**config.mk**
```make
export PLATFORM = sky130hd
export DESIGN_NAME = multicycle_ctrl
export DESIGN_NICKNAME = d
export VERILOG_FILES = /design/src/rtl/multicycle_ctrl.sv
export SDC_FILE = /design/constraint.sdc
export NUM_CORES = 1
export LEC_CHECK = 0
export BUFFER_PORTS_ARGS = -buffer_cell sky130_fd_sc_hd__buf_2
export CORE_AREA = 2 2 62 76
export CTS_CLUSTER_DIAMETER = 100
export DETAILED_ROUTE_END_ITERATION = 16
export DIE_AREA = 0 0 64 78
export PLACE_DENSITY = 0.81
export SETUP_SLACK_MARGIN = 0.1
export SYNTH_ARGS = -nofsm -noshare
export SYNTH_HDL_FRONTEND = slang
export SYNTH_SLANG_ARGS = --single-unit
```
**constraint.sdc**
```tcl
create_clock -name clk -period 2 [get_ports clk]
set_input_delay 0.3 -clock clk [delete_from_list [all_inputs] [get_ports clk]]
set_output_delay 0.3 -clock clk [all_outputs]
set_load 0.01 [all_outputs]
```
**src/rtl/multicycle_ctrl.sv**
```systemverilog
// Multi-cycle control FSM for the MIPS-subset datapath: sequences fetch, decode,
// execute, memory and write-back for one instruction at a time.
//
// Handshake: mem_read/mem_write are held for as long as the FSM sits in FETCH or MEM.
// mem_ready=1 in such a cycle completes the access at the next rising edge.
// mem_ready is ignored in every other state.
module multicycle_ctrl #(
  parameter int COUNT_W     = 16,
  parameter int MEM_TIMEOUT = 255
) (
  input  logic               clk,
  input  logic               reset,
  input  logic               start,
  input  logic [5:0]         opcode,
  input  logic               alu_zero,
  input  logic               mem_ready,
  output logic               busy,
  output logic               pc_write,
  output logic [1:0]         pc_src,
  output logic               ir_write,
  output logic               mem_read,
  output logic               mem_write,
  output logic               alu_src,
  output logic [1:0]         alu_op,
  output logic               reg_dst,
  output logic               reg_write,
  output logic               mem_to_reg,
  output logic               halted,
  output logic               error,
  output logic [COUNT_W-1:0] retired,
  output logic [2:0]         dbg_state
);

  localparam int WAIT_W = (MEM_TIMEOUT < 1) ? 1 : $clog2(MEM_TIMEOUT + 1);

  localparam logic [2:0] S_IDLE   = 3'd0;
  localparam logic [2:0] S_FETCH  = 3'd1;
  localparam logic [2:0] S_DECODE = 3'd2;
  localparam logic [2:0] S_EXEC   = 3'd3;
  localparam logic [2:0] S_MEM    = 3'd4;
  localparam logic [2:0] S_WB     = 3'd5;

  localparam logic [2:0] C_NONE = 3'd0;
  localparam logic [2:0] C_R    = 3'd1;
  localparam logic [2:0] C_LW   = 3'd2;
  localparam logic [2:0] C_SW   = 3'd3;
  localparam logic [2:0] C_BEQ  = 3'd4;
  localparam logic [2:0] C_ADDI = 3'd5;

  localparam logic [5:0] OP_R    = 6'b000000;
  localparam logic [5:0] OP_LW   = 6'b100011;
  localparam logic [5:0] OP_SW   = 6'b101011;
  localparam logic [5:0] OP_BEQ  = 6'b000100;
  localparam logic [5:0] OP_ADDI = 6'b001000;
  localparam logic [5:0] OP_J    = 6'b000010;
  localparam logic [5:0] OP_HALT = 6'b111111;

  logic [2:0]         state_q, state_d;
  logic [2:0]         cls_q, cls_d;
  logic [WAIT_W-1:0]  wait_q, wait_d;
  logic [COUNT_W-1:0] retired_q, retired_d;
  logic               halted_q, halted_d;
  logic               error_q, error_d;
  logic               wait_expired;

  // Ready on the limit cycle still wins; only a missing ready at the limit aborts.
  assign wait_expired = (wait_q == WAIT_W'(MEM_TIMEOUT));

  always_comb begin
    state_d    = state_q;
    cls_d      = cls_q;
    wait_d     = wait_q;
    retired_d  = retired_q;
    halted_d   = 1'b0;
    error_d    = 1'b0;
    pc_write   = 1'b0;
    pc_src     = 2'b00;
    ir_write   = 1'b0;
    mem_read   = 1'b0;
    mem_write  = 1'b0;
    alu_src    = 1'b0;
    alu_op     = 2'b00;
    reg_dst    = 1'b0;
    reg_write  = 1'b0;
    mem_to_reg = 1'b0;
    case (state_q)
      S_IDLE: begin
        if (start) begin
          state_d = S_FETCH;
          wait_d  = '0;
        end
      end
      S_FETCH: begin
        mem_read = 1'b1;
        if (mem_ready) begin
          ir_write = 1'b1;
          pc_write = 1'b1;
          state_d  = S_DECODE;
        end else if (wait_expired) begin
          error_d = 1'b1;
          state_d = S_IDLE;
        end else begin
          wait_d = wait_q + 1'b1;
        end
      end
      S_DECODE: begin
        cls_d   = C_NONE;
        state_d = S_EXEC;
        case (opcode)
          OP_R:    cls_d = C_R;
          OP_LW:   cls_d = C_LW;
          OP_SW:   cls_d = C_SW;
          OP_BEQ:  cls_d = C_BEQ;
          OP_ADDI: cls_d = C_ADDI;
          OP_J: begin
            pc_write  = 1'b1;
            pc_src    = 2'b10;
            retired_d = retired_q + 1'b1;
            wait_d    = '0;
            state_d   = S_FETCH;
          end
          OP_HALT: begin
            halted_d = 1'b1;
            state_d  = S_IDLE;
          end
          default: begin
            error_d = 1'b1;
            state_d = S_IDLE;
          end
        endcase
      end
      S_EXEC: begin
        case (cls_q)
          C_R: begin
            alu_op  = 2'b10;
            state_d = S_WB;
          end
          C_ADDI: begin
            alu_src = 1'b1;
            state_d = S_WB;
          end
          C_LW, C_SW: begin
            alu_src = 1'b1;
            wait_d  = '0;
            state_d = S_MEM;
          end
          C_BEQ: begin
            alu_op = 2'b01;
            if (alu_zero) begin
              pc_write = 1'b1;
              pc_src   = 2'b01;
            end
            retired_d = retired_q + 1'b1;
            wait_d    = '0;
            state_d   = S_FETCH;
          end
          default: state_d = S_IDLE;
        endcase
      end
      S_MEM: begin
        mem_read  = (cls_q == C_LW);
        mem_write = (cls_q == C_SW);
        if (mem_ready) begin
          if (cls_q == C_LW) begin
            state_d = S_WB;
          end else begin
            retired_d = retired_q + 1'b1;
            wait_d    = '0;
            state_d   = S_FETCH;
          end
        end else if (wait_expired) begin
          error_d = 1'b1;
          state_d = S_IDLE;
        end else begin
          wait_d = wait_q + 1'b1;
        end
      end
      S_WB: begin
        reg_write  = 1'b1;
        reg_dst    = (cls_q == C_R);
        mem_to_reg = (cls_q == C_LW);
        retired_d  = retired_q + 1'b1;
        wait_d     = '0;
        state_d    = S_FETCH;
      end
      default: state_d = S_IDLE;
    endcase
  end

  always_ff @(posedge clk) begin
    if (reset) begin
      state_q   <= S_IDLE;
      cls_q     <= C_NONE;
      wait_q    <= '0;
      retired_q <= '0;
      halted_q  <= 1'b0;
      error_q   <= 1'b0;
    end else begin
      state_q   <= state_d;
      cls_q     <= cls_d;
      wait_q    <= wait_d;
      retired_q <= retired_d;
      halted_q  <= halted_d;
      error_q   <= error_d;
    end
  end

  assign busy      = (state_q != S_IDLE);
  assign halted    = halted_q;
  assign error     = error_q;
  assign retired   = retired_q;
  assign dbg_state = state_q;

endmodule

```
== Yosys cells after proc, flatten, opt, wreduce, memory -nomap -nowiden ==
Cells that the tools add are included.

* Add/sub/neg operators: 2
* $mul: 0
* Divide/modulo/power cells: 0
* Order comparisons: 0
* Equal/unequal tests: 25
* Shift operators: 0
* Mux-type cells: 46
* Bitwise logic cells: 1
* Reduce and logical (&&, ||, !) cells: 15

{| class="wikitable"
|+ Operators by type and width
! kind !! count
|-
| two-way mux 16 bit || 4
|-
| one-hot mux 16 bit (4 select lines) || 1
|-
| two-way mux 8 bit || 7
|-
| one-hot mux 8 bit (6 select lines) || 1
|-
| equality test 6 bit (second input constant) || 3
|-
| one-hot mux 3 bit (6 select lines) || 1
|-
| two-way mux 1 bit || 17
|-
| adder 16 x 1 -> 16 bit (second input constant) || 1
|-
| two-way mux 3 bit || 5
|-
| one-hot mux 3 bit (5 select lines) || 1
|-
| != test 2 bit (second input constant) || 7
|-
| equality test 3 x 2 -> 1 bit (second input constant) || 4
|-
| equality test 3 bit (second input constant) || 4
|-
| one-hot mux 2 bit (2 select lines) || 3
|-
| one-hot mux 3 bit (3 select lines) || 1
|-
| adder 8 x 1 -> 8 bit (second input constant) || 1
|-
| equality test 8 bit (second input constant) || 1
|-
| OR reduction 2 bit || 4
|-
| OR reduction 7 bit || 1
|-
| equality test 3 x 1 -> 1 bit (second input constant) || 2
|-
| equality test 6 x 2 -> 1 bit (second input constant) || 1
|-
| equality test 6 x 3 -> 1 bit (second input constant) || 1
|-
| equality test 6 x 4 -> 1 bit (second input constant) || 1
|-
| logical NOT 6 bit || 1
|-
| 13 further kinds || 16
|}

* Flip-flop bits (word level): 32
* Latch bits: 0
* Memory bits (writable): 0
* ROM bits: 0
* Output and inout port bits: 34
* Logic and storage cells: 95
* Memories: 0

== Longest topological paths before layout ==
Gate-level depths: netlist (run 1).

* Depth after elaboration: 4
* Mapped depth: 8
* Mapped depth without buffers: 6

== Least setup slack after synthesis (run 1) ==
No wires, ideal clock.

* Path type: reg2out
* From: reg state_q[0] (netlist: dbg_state[0])
* To: out pc_write
* Data arrival time: 1.716 ns
* Data required time: 1.700 ns
* Slack: -0.016 ns
* Stages on the path, launching flop included: 7
* Buffers on the path: 3
* Cell sequence: dfxtp_1 clkbuf_1 clkbuf_1 or3_1 clkbuf_1 nor2_1 or3_1

* Longest elaborated chain between the ends: 2

{| class="wikitable"
|+ Ends and longest elaborated chain
! element !! line !! text
|-
| from (decl) || 58 || <nowiki>logic [2:0] state_q, state_d;</nowiki>
|-
| from (signal assigned) || 199 || <nowiki>state_q <= state_d;</nowiki>
|-
| equality test 3 x 2 -> 1 bit / equality test 3 x 1 -> 1 bit (equally long branches) || 86 || <nowiki>case (state_q)</nowiki>
|-
| one-hot mux 1 bit (3 select lines) * || 86 ||
|-
| to (decl) || 18 || <nowiki>output logic pc_write,</nowiki>
|}

Every way passes the cells marked *; elsewhere a longest branch is shown, timed or not.

== Worst setup path after layout (run 1) ==
* From: reg state_q[0] (netlist: dbg_state[0])
* To: reg retired_q[14] (netlist: retired[14])

* Longest elaborated chain between the ends: 3

{| class="wikitable"
|+ Ends and longest elaborated chain
! element !! line !! text
|-
| equality test 3 x 2 -> 1 bit / equality test 3 bit (equally long branches) || 86 ||
|-
| != test 2 bit (no source line) / nonzero test 4 bit (equally long branches) || n/a ||
|-
| AND reduction 5 bit (no source line) || n/a ||
|-
| to (signal assigned) || 202 || <nowiki>retired_q <= retired_d;</nowiki>
|-
| to (decl) || 61 || <nowiki>logic [COUNT_W-1:0] retired_q, retired_d;</nowiki>
|}

Parallel ways exist; a longest one is shown, timed or not.
A chain may end at the register's enable or synchronous reset.

==> impl_metrics.env, run 1 <==
export IMPL_outcome="complete, no violations"
export IMPL_combPwrFrac_pct=15.5
export IMPL_peakVddDrop_mv=0.4919
export IMPL_dp_cells=356
export IMPL_htree_levels=2
export IMPL_rr_startpoint="dbg_state[0]$_SDFFE_PP0N_"
export IMPL_die_height_um=78
export IMPL_hold_start="mem_ready"
export IMPL_cts_path_max_buffers=2
export IMPL_antenna_found_initial=0
export IMPL_clk_latency_ns=0.29
export IMPL_cts_root_buffer="clkbuf_8"
export IMPL_power_switching_w=0.0003740
export IMPL_synthCells=255
export IMPL_n_antenna_cell=0
export IMPL_start_util_pct=47.02
export IMPL_dp_hpwl_um=3472
export IMPL_gp_congestion=0.9392
export IMPL_die_area_um2=4992
export IMPL_final_util_pct=68.72
export IMPL_area_growth_pct=46.16
export IMPL_final_setup_viol_count=0
export IMPL_ant_nets=0
export IMPL_layout_common_cells="47 x buf_2, 30 x buf_4, 24 x nor2_1"
export IMPL_syn_area_per_cell_um2=7.738
export IMPL_end_kind="flop"
export IMPL_arrival_ns=2.20
export IMPL_vias=2289
export IMPL_intPower_w=0.001122
export IMPL_overflow=0
export IMPL_fin_crit_ns=1.973
export IMPL_nNetsFinal=343
export IMPL_cts_buffers=5
export IMPL_slowest_stage="or4_4"
export IMPL_viasPerCell=5.915
export IMPL_grt_pass1_wl_um=8749
export IMPL_synth_top_area_share_pct=32.47
export IMPL_yosysWarnings=0
export IMPL_skew_ns=0.008465
export IMPL_tritoncts="yes"
export IMPL_seq_power_share_pct=43.4
export IMPL_placementRows=26
export IMPL_finalCritPeriodShare_pct=98.66
export IMPL_syn_cell_area_um2=1973
export IMPL_io_pins=45
export IMPL_finalSetupTns_ns=0
export IMPL_cellPowerDensity_nw_per_um2=518.9
export IMPL_cp_cell_sequence="buf_6 -> nor4_1 -> o21ai_1 -> o2111ai_4 -> clkbuf_16 -> or4_4 -> a21oi_1"
export IMPL_hold_end="dbg_state[1]$_SDFFE_PP0N_"
export IMPL_core_area_um2=4197
export IMPL_worst_slew_pin_slew_ns=0.6894
export IMPL_critPathMaxFanout=6
export IMPL_synth_flop_cell="dfxtp_1"
export IMPL_cts_clk_slew_worst_paths_ns=0.07
export IMPL_wl_um=6053
export IMPL_worstReg2RegEnd="retired[14]$_SDFFE_PP0P_"
export IMPL_layout_commonest_cell="buf_2"
export IMPL_crit_required_ns=2.22
export IMPL_path_class="reg -> reg"
export IMPL_fin_cells=387
export IMPL_io_buffers=44
export IMPL_synth_edf_count=0
export IMPL_clkPwrFrac_pct=41.1
export IMPL_synth_seq_cells=32
export IMPL_synth_distinct_cells=54
export IMPL_swShare_pct=24.99
export IMPL_hold_viol=0
export IMPL_hold_buffers=0
export IMPL_start_kind="flop"
export IMPL_drc=0
export IMPL_yosys_area_top_type="dfxtp_1"
export IMPL_power_total_w=0.001497
export IMPL_crit_start="dbg_state[0]$_SDFFE_PP0N_"
export IMPL_grt_max_degree=29
export IMPL_grtUsageTotal_pct=21.47
export IMPL_ys_seq_area_share_pct=32.47
export IMPL_die_w_um=64
export IMPL_synthTopCellsByArea="dfxtp_1 32%, a21oi_1 6.8%, nor2_1 4.9%, or3_1 3.2%, o31ai_1 3.0%"
export IMPL_async_reset_ff_share_pct=0
export IMPL_drive_gt1_share_pct=43.50
export IMPL_grt_pass1_vias=2021
export IMPL_max_freq_mhz=506.8
export IMPL_drtIter0Drc=173
export IMPL_min_path_type="in -> reg"
export IMPL_relSlewSlack_pct=53.91
export IMPL_wire_per_inst_um=15.64
export IMPL_rsz0062_at_grt="yes"
export IMPL_hold_depth=3
export IMPL_drv_cap=0
export IMPL_r2r_setup_slack_ns=0.03
export IMPL_max_stage_delay_ns=0.49
export IMPL_leakagePower_nw=1.168
export IMPL_r2r_cells=7
export IMPL_first_pass_iters=5
export IMPL_slew_violations=0
export IMPL_clkSinkCount=32
export IMPL_syn_nets=268
power by group through the flow:
stage               Sequential, W  Clock (W)  Combinational [W]
finish                   0.000650   0.000615           0.000232
global route             0.000651   0.000652           0.000251
CTS                      0.000649   0.000622           0.000203
detailed placement       0.000668          0           0.000171
global placement         0.000668          0           0.000168
floorplan                0.000663          0           0.000121
what timing repair did:
| item | 4_1_cts | 5_1_grt |
|---|---|---|
| cloned | 0 | 5 |
| hold endpoints to repair | 0 | 0 |
| buffers inserted | 6 | 12 |
| pin swaps | 3 | 21 |
| setup endpoints to repair | 19 | 17 |
| gates resized for setup | 14 | 40 |
sequential cells by signal, summed over array words and instances (netlist names):
| register | flops |
|---|---|
| retired | 16 |
| wait_q | 8 |
| cls_q | 3 |
| dbg_state | 3 |
| error | 1 |
| halted | 1 |
Yosys cell counts (2+ instances only):
master and number:
a211oi_1 2, nand3b_1 4, nand3_1 9, o21a_1 5
and2_1 3, or2_2 2, or3b_1 2, ha_1 2
nor4_1 3, or4_1 7, nor2_1 26, nand2_1 14
o21bai_1 2, or3b_2 2, a21o_1 4, o21ai_0 8
a311oi_1 2, nor3_1 11, a21oi_1 27, nand4_1 6
buf_2 4, or3_1 10, inv_1 8, clkbuf_1 14
dfxtp_1 32, nor2b_1 4, nand2b_1 8, o31ai_1 8
layout make-up:
cell class	instances	area, µm²
clock inverter	2	35.03
tap	56	70.07
sequential	32	656.9
fill	321	1313
clock buffer	6	72.57
inverter	8	30.03
timing repair buffer	88	629.4
multi-input combinational	195	1390
worst max-delay path: cells and delay by family, from the launching register on:
kind	cells	cell delay, ns
DFF	1	0.38
buffers and inverters	2	0.33
and+or+nand+nor	2	0.54
AOI/OAI and AO/OA	3	0.64
stage by stage:
step                cell area [µm²]  setup WS [ns]  hold WS [ns]
finish                         2884        0.02684        0.3927
global route                   2884       -0.05494        0.3887
CTS                            2561         0.1030        0.3725
detailed placement             2349        -0.1866        0.4834
global placement               2349        -0.1122        0.4658
floorplan                      1978         0.1213        0.4576
cells by family after synthesis:
| group | after synthesis | synth area share (%) |
|---|---|---|
| xor gates and xnor gates | 2 | 0.8879 |
| AOI/OAI and AO/OA | 74 | 25.62 |
| DFF | 32 | 32.47 |
| adders and majority gates | 3 | 1.775 |
| buffers and inverters | 28 | 6.151 |
| muxes | 2 | 1.078 |
| and+or+nand+nor | 114 | 32.02 |
worst max-delay path by stage:
stage	cells past startpoint	slack, ns	endpoint
2_1_floorplan	7	0.12	retired[11]$_SDFFE_PP0P_
3_3_place_gp	5	-0.11	wait_q[4]$_SDFFE_PP0P_
3_5_place_dp	5	-0.19	wait_q[4]$_SDFFE_PP0P_
4_1_cts	7	0.10	retired[13]$_SDFFE_PP0P_
5_1_grt	7	-0.05	retired[11]$_SDFFE_PP0P_
6_report	7	0.03	retired[14]$_SDFFE_PP0P_
layer usage:
| metal | part of all wire [%] | track usage [%] | vias up |
|---|---|---|---|
| li1 | - | - | 1083 |
| met1 | 38 | 25.29 | 1078 |
| met2 | 52 | 37.92 | 103 |
| met3 | 6.4 | 4.638 | 25 |
| met4 | 3.5 | 7.174 | 0 |
| met5 | 0 | 0 | - |
(Power assumes the default switching activity.)
==> inputs of run 2 (changes only) <==
--- a/config.mk
+++ b/config.mk
@@ -11,7 +11,7 @@
 export DETAILED_ROUTE_END_ITERATION = 16
 export DIE_AREA = 0 0 64 78
 export PLACE_DENSITY = 0.81
-export SETUP_SLACK_MARGIN = 0.1
+export SETUP_SLACK_MARGIN = 0.2
 export SYNTH_ARGS = -nofsm -noshare
 export SYNTH_HDL_FRONTEND = slang
 export SYNTH_SLANG_ARGS = --single-unit
==> impl_metrics.env, run 2 (synthesis gave the netlist of run 1 again) <==
export IMPL_outcome="complete, no violations"
export IMPL_cts_buffers=5
export IMPL_start_kind="flop"
export IMPL_skew_ns=0.008786
export IMPL_clkSinkCount=32
export IMPL_grt_max_degree=30
export IMPL_path_class="reg -> reg"
export IMPL_tritoncts="yes"
export IMPL_ant_nets=0
export IMPL_drtIter0Drc=112
export IMPL_core_area_um2=4197
export IMPL_pre_cts_ws_ns=0.01213
export IMPL_htree_levels=2
export IMPL_final_setup_viol_count=0
export IMPL_slew_violations=0
export IMPL_wire_per_inst_um=14.82
export IMPL_seq_power_share_pct=46.0
export IMPL_area_growth_pct=39.82
export IMPL_min_path_type="in -> reg"
export IMPL_power_switching_w=0.0003730
export IMPL_vias=2172
export IMPL_layout_commonest_cell="buf_2"
export IMPL_finalSetupTns_ns=0
export IMPL_wl_um=5616
export IMPL_grt_pass1_vias=1928
export IMPL_clk_latency_ns=0.29
export IMPL_gp_congestion=0.9676
export IMPL_worst_slew_pin_slew_ns=0.5505
export IMPL_leakagePower_nw=1.084
export IMPL_cts_clk_slew_worst_paths_ns=0.07
export IMPL_cellPowerDensity_nw_per_um2=507.8
export IMPL_swShare_pct=26.62
export IMPL_hold_viol=0
export IMPL_dp_hpwl_um=3465
export IMPL_peakVddDrop_mv=0.3725
export IMPL_end_kind="flop"
export IMPL_fin_ws_ns=0.1093
export IMPL_io_pins=45
export IMPL_first_pass_iters=4
export IMPL_die_w_um=64
export IMPL_start_util_pct=47.02
export IMPL_nNetsFinal=335
export IMPL_rsz0062_at_grt="yes"
export IMPL_drc=0
export IMPL_grt_pass1_wl_um=8832
export IMPL_die_area_um2=4992
export IMPL_drv_cap=0
export IMPL_viasPerCell=5.731
export IMPL_n_antenna_cell=0
export IMPL_placementRows=26
export IMPL_arrival_ns=2.06
export IMPL_finalCritPeriodShare_pct=94.54
export IMPL_io_buffers=44
export IMPL_drive_gt1_share_pct=39.94
export IMPL_die_height_um=78
export IMPL_clkPwrFrac_pct=37.4
export IMPL_cts_root_buffer="clkbuf_8"
export IMPL_max_freq_mhz=528.9
export IMPL_cts_path_max_buffers=2
export IMPL_fin_crit_ns=1.891
export IMPL_overflow=0
export IMPL_crit_required_ns=2.17
export IMPL_intPower_w=0.001028
export IMPL_layout_common_cells="43 x buf_2, 26 x buf_4, 24 x a21oi_1"
export IMPL_fillers=329
export IMPL_largest_register_ffs=16
export IMPL_antenna_found_initial=0
export IMPL_critPathMaxFanout=6
export IMPL_grtUsageTotal_pct=21.84
export IMPL_combPwrFrac_pct=16.6
export IMPL_relSlewSlack_pct=63.20
## run 2: power groups by stage
stage	Clock, W	Sequential (W)	Combinational [W]
3_3_place_gp	0	0.000665	0.000176
4_1_cts	0.000530	0.000649	0.000207
2_1_floorplan	0	0.000663	0.000121
5_1_grt	0.000565	0.000645	0.000251
6_report	0.000523	0.000645	0.000233
3_5_place_dp	0	0.000666	0.000179
## run 2: cell type report
cell class | count | area (µm²) | area share (%)
Multi-Input combinational cell | 195 | 1339 | 48.53
Sequential cell | 32 | 673.1 | 24.40
Timing Repair Buffer | 80 | 556.8 | 20.18
Clock buffer | 8 | 90.09 | 3.265
Tap cell | 56 | 70.07 | 2.540
Inverter | 8 | 30.03 | 1.088
## run 2: what timing repair did
item                                    in CTS  in global routing
pin swaps                                   13                 16
resized for setup                           25                 29
setup buffers                               13                  4
endpoints found under the setup margin      19                 25
cloned                                       0                  1
hold buffers                                 0                  0
## run 2: critical path, stage by stage, from the launching register on
cell and delay, ns:
dfxtp_4 0.38, or3b_4 0.39, a31o_1 0.19, a221oi_2 0.28, buf_4 0.18, buf_6 0.13, o21a_1 0.15, a211oi_2 0.07
## run 2: per-layer routing
metal | vias to the layer above | track usage [%] | share of wire [%]
met5 | - | 0 | 0
met4 | 0 | 8.261 | 1.7
met3 | 10 | 4.348 | 6.1
met2 | 77 | 37.29 | 51
met1 | 1015 | 26.71 | 41
li1 | 1070 | - | -
## run 2: worst paths after layout
path	slack [ns]	cells past startpoint	startpoint	end
worst min-delay path	0.38	3	mem_ready	dbg_state[1]$_SDFFE_PP0N_
worst max-delay path	0.11	7	cls_q[2]$_SDFFE_PP0P_	wait_q[0]$_SDFFE_PP0P_
worst min register to register	0.49	2	retired[6]$_SDFFE_PP0P_	retired[6]$_SDFFE_PP0P_
worst max register to register	0.11	7	cls_q[2]$_SDFFE_PP0P_	wait_q[0]$_SDFFE_PP0P_
## run 2: per-stage QoR
stage	util, %	hold WS (ns)	power (W)	area [µm²]	cells
floorplan	-	0.4576	0.0007848	2002	255
global placement	55.84	0.4695	0.0008414	2344	353
detailed placement	55.84	0.4797	0.0008451	2344	353
CTS	61.93	0.3722	0.001385	2599	374
global route	65.74	0.4375	0.001461	2759	379
finish	65.74	0.3846	0.001401	2759	379
==> inputs of run 3 (changes only) <==
--- a/config.mk
+++ b/config.mk
@@ -6,11 +6,12 @@
 export NUM_CORES = 1
 export LEC_CHECK = 0
 export BUFFER_PORTS_ARGS = -buffer_cell sky130_fd_sc_hd__buf_2
-export CORE_AREA = 2 2 62 76
+export CORE_AREA = 2 2 71 66
 export CTS_CLUSTER_DIAMETER = 100
 export DETAILED_ROUTE_END_ITERATION = 16
-export DIE_AREA = 0 0 64 78
-export PLACE_DENSITY = 0.81
+export DIE_AREA = 0 0 73 68
+export PLACE_DENSITY = 0.82
+export RECOVER_POWER = 25
 export SETUP_SLACK_MARGIN = 0.2
 export SYNTH_ARGS = -nofsm -noshare
 export SYNTH_HDL_FRONTEND = slang
==> impl_metrics.env, run 3 (synthesis gave the netlist of run 1 again) <==
export IMPL_outcome="complete, no violations"
export IMPL_grtUsageTotal_pct=25.26
export IMPL_layout_common_cells="29 x buf_2, 26 x dfxtp_1, 23 x buf_4"
export IMPL_finalSetupTns_ns=0
export IMPL_peakVddDrop_mv=0.3698
export IMPL_fin_cells=369
export IMPL_placementRows=23
export IMPL_rsz0062_at_grt="yes"
export IMPL_nNetsFinal=331
export IMPL_viasPerCell=6.534
export IMPL_critPathMaxFanout=14
export IMPL_die_height_um=68
export IMPL_start_kind="flop"
export IMPL_clkSinkCount=32
export IMPL_arrival_ns=2.13
export IMPL_tritoncts="yes"
export IMPL_cts_buffers=5
export IMPL_cts_root_buffer="clkbuf_8"
export IMPL_hold_depth=2
export IMPL_cellPowerDensity_nw_per_um2=564.2
export IMPL_grt_pass1_vias=2019
export IMPL_drive_gt1_share_pct=37.30
export IMPL_first_pass_iters=5
export IMPL_io_pins=45
export IMPL_cp_cell_sequence="buf_6 -> buf_6 -> nand2b_1 -> a21oi_2 -> o2111ai_4 -> bufbuf_16 -> o21ai_0 -> a21oi_2"
export IMPL_max_stage_delay_ns=0.34
export IMPL_die_w_um=73
export IMPL_antenna_found_initial=0
export IMPL_rr_startpoint="cls_q[2]$_SDFFE_PP0P_"
export IMPL_grt_pass1_wl_um=9756
export IMPL_io_buffers=44
export IMPL_wl_um=6850
export IMPL_cts_path_max_buffers=2
export IMPL_start_util_pct=46.02
export IMPL_slew_violations=0
export IMPL_fin_crit_ns=1.965
export IMPL_worst_slew_pin_slew_ns=0.6639
export IMPL_ant_nets=0
export IMPL_seqCellArea_um2=658.1
export IMPL_min_path_type="in -> reg"
export IMPL_n_antenna_cell=0
export IMPL_crit_required_ns=2.17
export IMPL_wire_per_inst_um=18.56
export IMPL_hold_end="cls_q[2]$_SDFFE_PP0P_"
export IMPL_skew_ns=0.008596
export IMPL_finalCritPeriodShare_pct=98.26
export IMPL_fillers=307
export IMPL_cts_clk_slew_worst_paths_ns=0.07
export IMPL_drc=0
export IMPL_dp_cells=347
export IMPL_hold_start="reset"
export IMPL_worstReg2RegEnd="retired[8]$_SDFFE_PP0P_"
export IMPL_die_area_um2=4964
export IMPL_leakagePower_nw=1.054
export IMPL_area_growth_pct=41.72
export IMPL_largest_register_ffs=16
export IMPL_layout_commonest_cell="buf_2"
export IMPL_relSlewSlack_pct=55.61
export IMPL_r2r_cells=8
export IMPL_htree_levels=2
export IMPL_overflow=0
export IMPL_slowest_stage="dfxtp_2"
export IMPL_dp_hpwl_um=3611
export IMPL_hold_buffers=0
export IMPL_core_area_um2=4288
export IMPL_grt_max_degree=23
export IMPL_path_class="reg -> reg"
export IMPL_drv_cap=0
export IMPL_multi_input_area_um2=1388
export IMPL_clk_latency_ns=0.30
export IMPL_hold_viol=0
export IMPL_end_kind="flop"
export IMPL_final_setup_viol_count=0
export IMPL_r2r_setup_slack_ns=0.03
export IMPL_vias=2411
export IMPL_gp_congestion=0.8609
export IMPL_drtIter0Drc=306
export IMPL_max_freq_mhz=508.8
run 3: cell types whose count changed in the layout (fill, tap and decap cells not counted), moves of 4 or more:
cell / previous run / this run
a21oi_2: 4 / 10
dfxtp_1: 20 / 26
buf_6: 9 / 5
buf_2: 43 / 29
clkbuf_1: 2 / 15
a21oi_1: 24 / 18
run 3: what timing repair did:
action / in CTS / in global routing
setup endpoints to repair: 17 / 31
gates cloned: 3 / 0
resized for setup: 27 / 30
pin swaps: 14 / 14
setup buffers: 10 / 1
run 3: how the worst max path moves through the flow:
stage	start	to	slack (ns)
2_1_floorplan	dbg_state[0]$_SDFFE_PP0N_	pc_write	0.17
3_3_place_gp	opcode[2]	retired[11]$_SDFFE_PP0P_	0.05
3_5_place_dp	opcode[2]	retired[11]$_SDFFE_PP0P_	-0.002
4_1_cts	cls_q[2]$_SDFFE_PP0P_	mem_read	0.05
5_1_grt	cls_q[2]$_SDFFE_PP0P_	mem_read	0.009
6_report	cls_q[2]$_SDFFE_PP0P_	retired[8]$_SDFFE_PP0P_	0.03
run 3: layout make-up:
cell class / count / share of cell area, %
clock buffers: 7 / 3.445
clock inverters: 1 / 1.074
inverters: 8 / 1.208
multi-input cells: 195 / 49.62
flip-flops and latches: 32 / 23.53
well taps: 50 / 2.237
repair buffers: 76 / 18.88
run 3: critical path: cells and delay by family (launching register included):
kind	cells	cell delay [ns]
and+or+nand+nor	1	0.10
DFF	1	0.34
buffers and inverters	3	0.56
AOI/OAI and AO/OA	4	0.82
run 3: power breakdown:
part           total (W)  switching [W]  internal [W]  leakage (nW)
Sequential      0.000648     0.00000849      0.000639         0.262
Clock           0.000699       0.000259      0.000440        0.0645
Combinational   0.000231       0.000128      0.000104         0.728
Total            0.00158       0.000395       0.00118          1.05
run 3: per-layer routing:
layer / vias up / share of wire [%] / GRT usage [%]
met5: - / 0 / 0
met4: 0 / 5.3 / 12.04
met3: 48 / 8.0 / 6.333
met2: 156 / 47 / 41.78
met1: 1136 / 40 / 30.75
li1: 1071 / - / -
run 3: through the flow:
stage / total power (W) / hold WS [ns] / utilization [%] / worst slack, ns / cell area [µm²]
after floorplan: 0.0007848 / 0.4576 / - / 0.1715 / 2002
after global placement: 0.0008442 / 0.4672 / 54.77 / 0.05481 / 2349
after detailed placement: 0.0008476 / 0.4731 / 54.77 / -0.001633 / 2349
after CTS: 0.001563 / 0.3850 / 63.47 / 0.05403 / 2721
after global routing: 0.001624 / 0.4369 / 65.22 / 0.008930 / 2796
final: 0.001578 / 0.4235 / 65.22 / 0.03476 / 2796
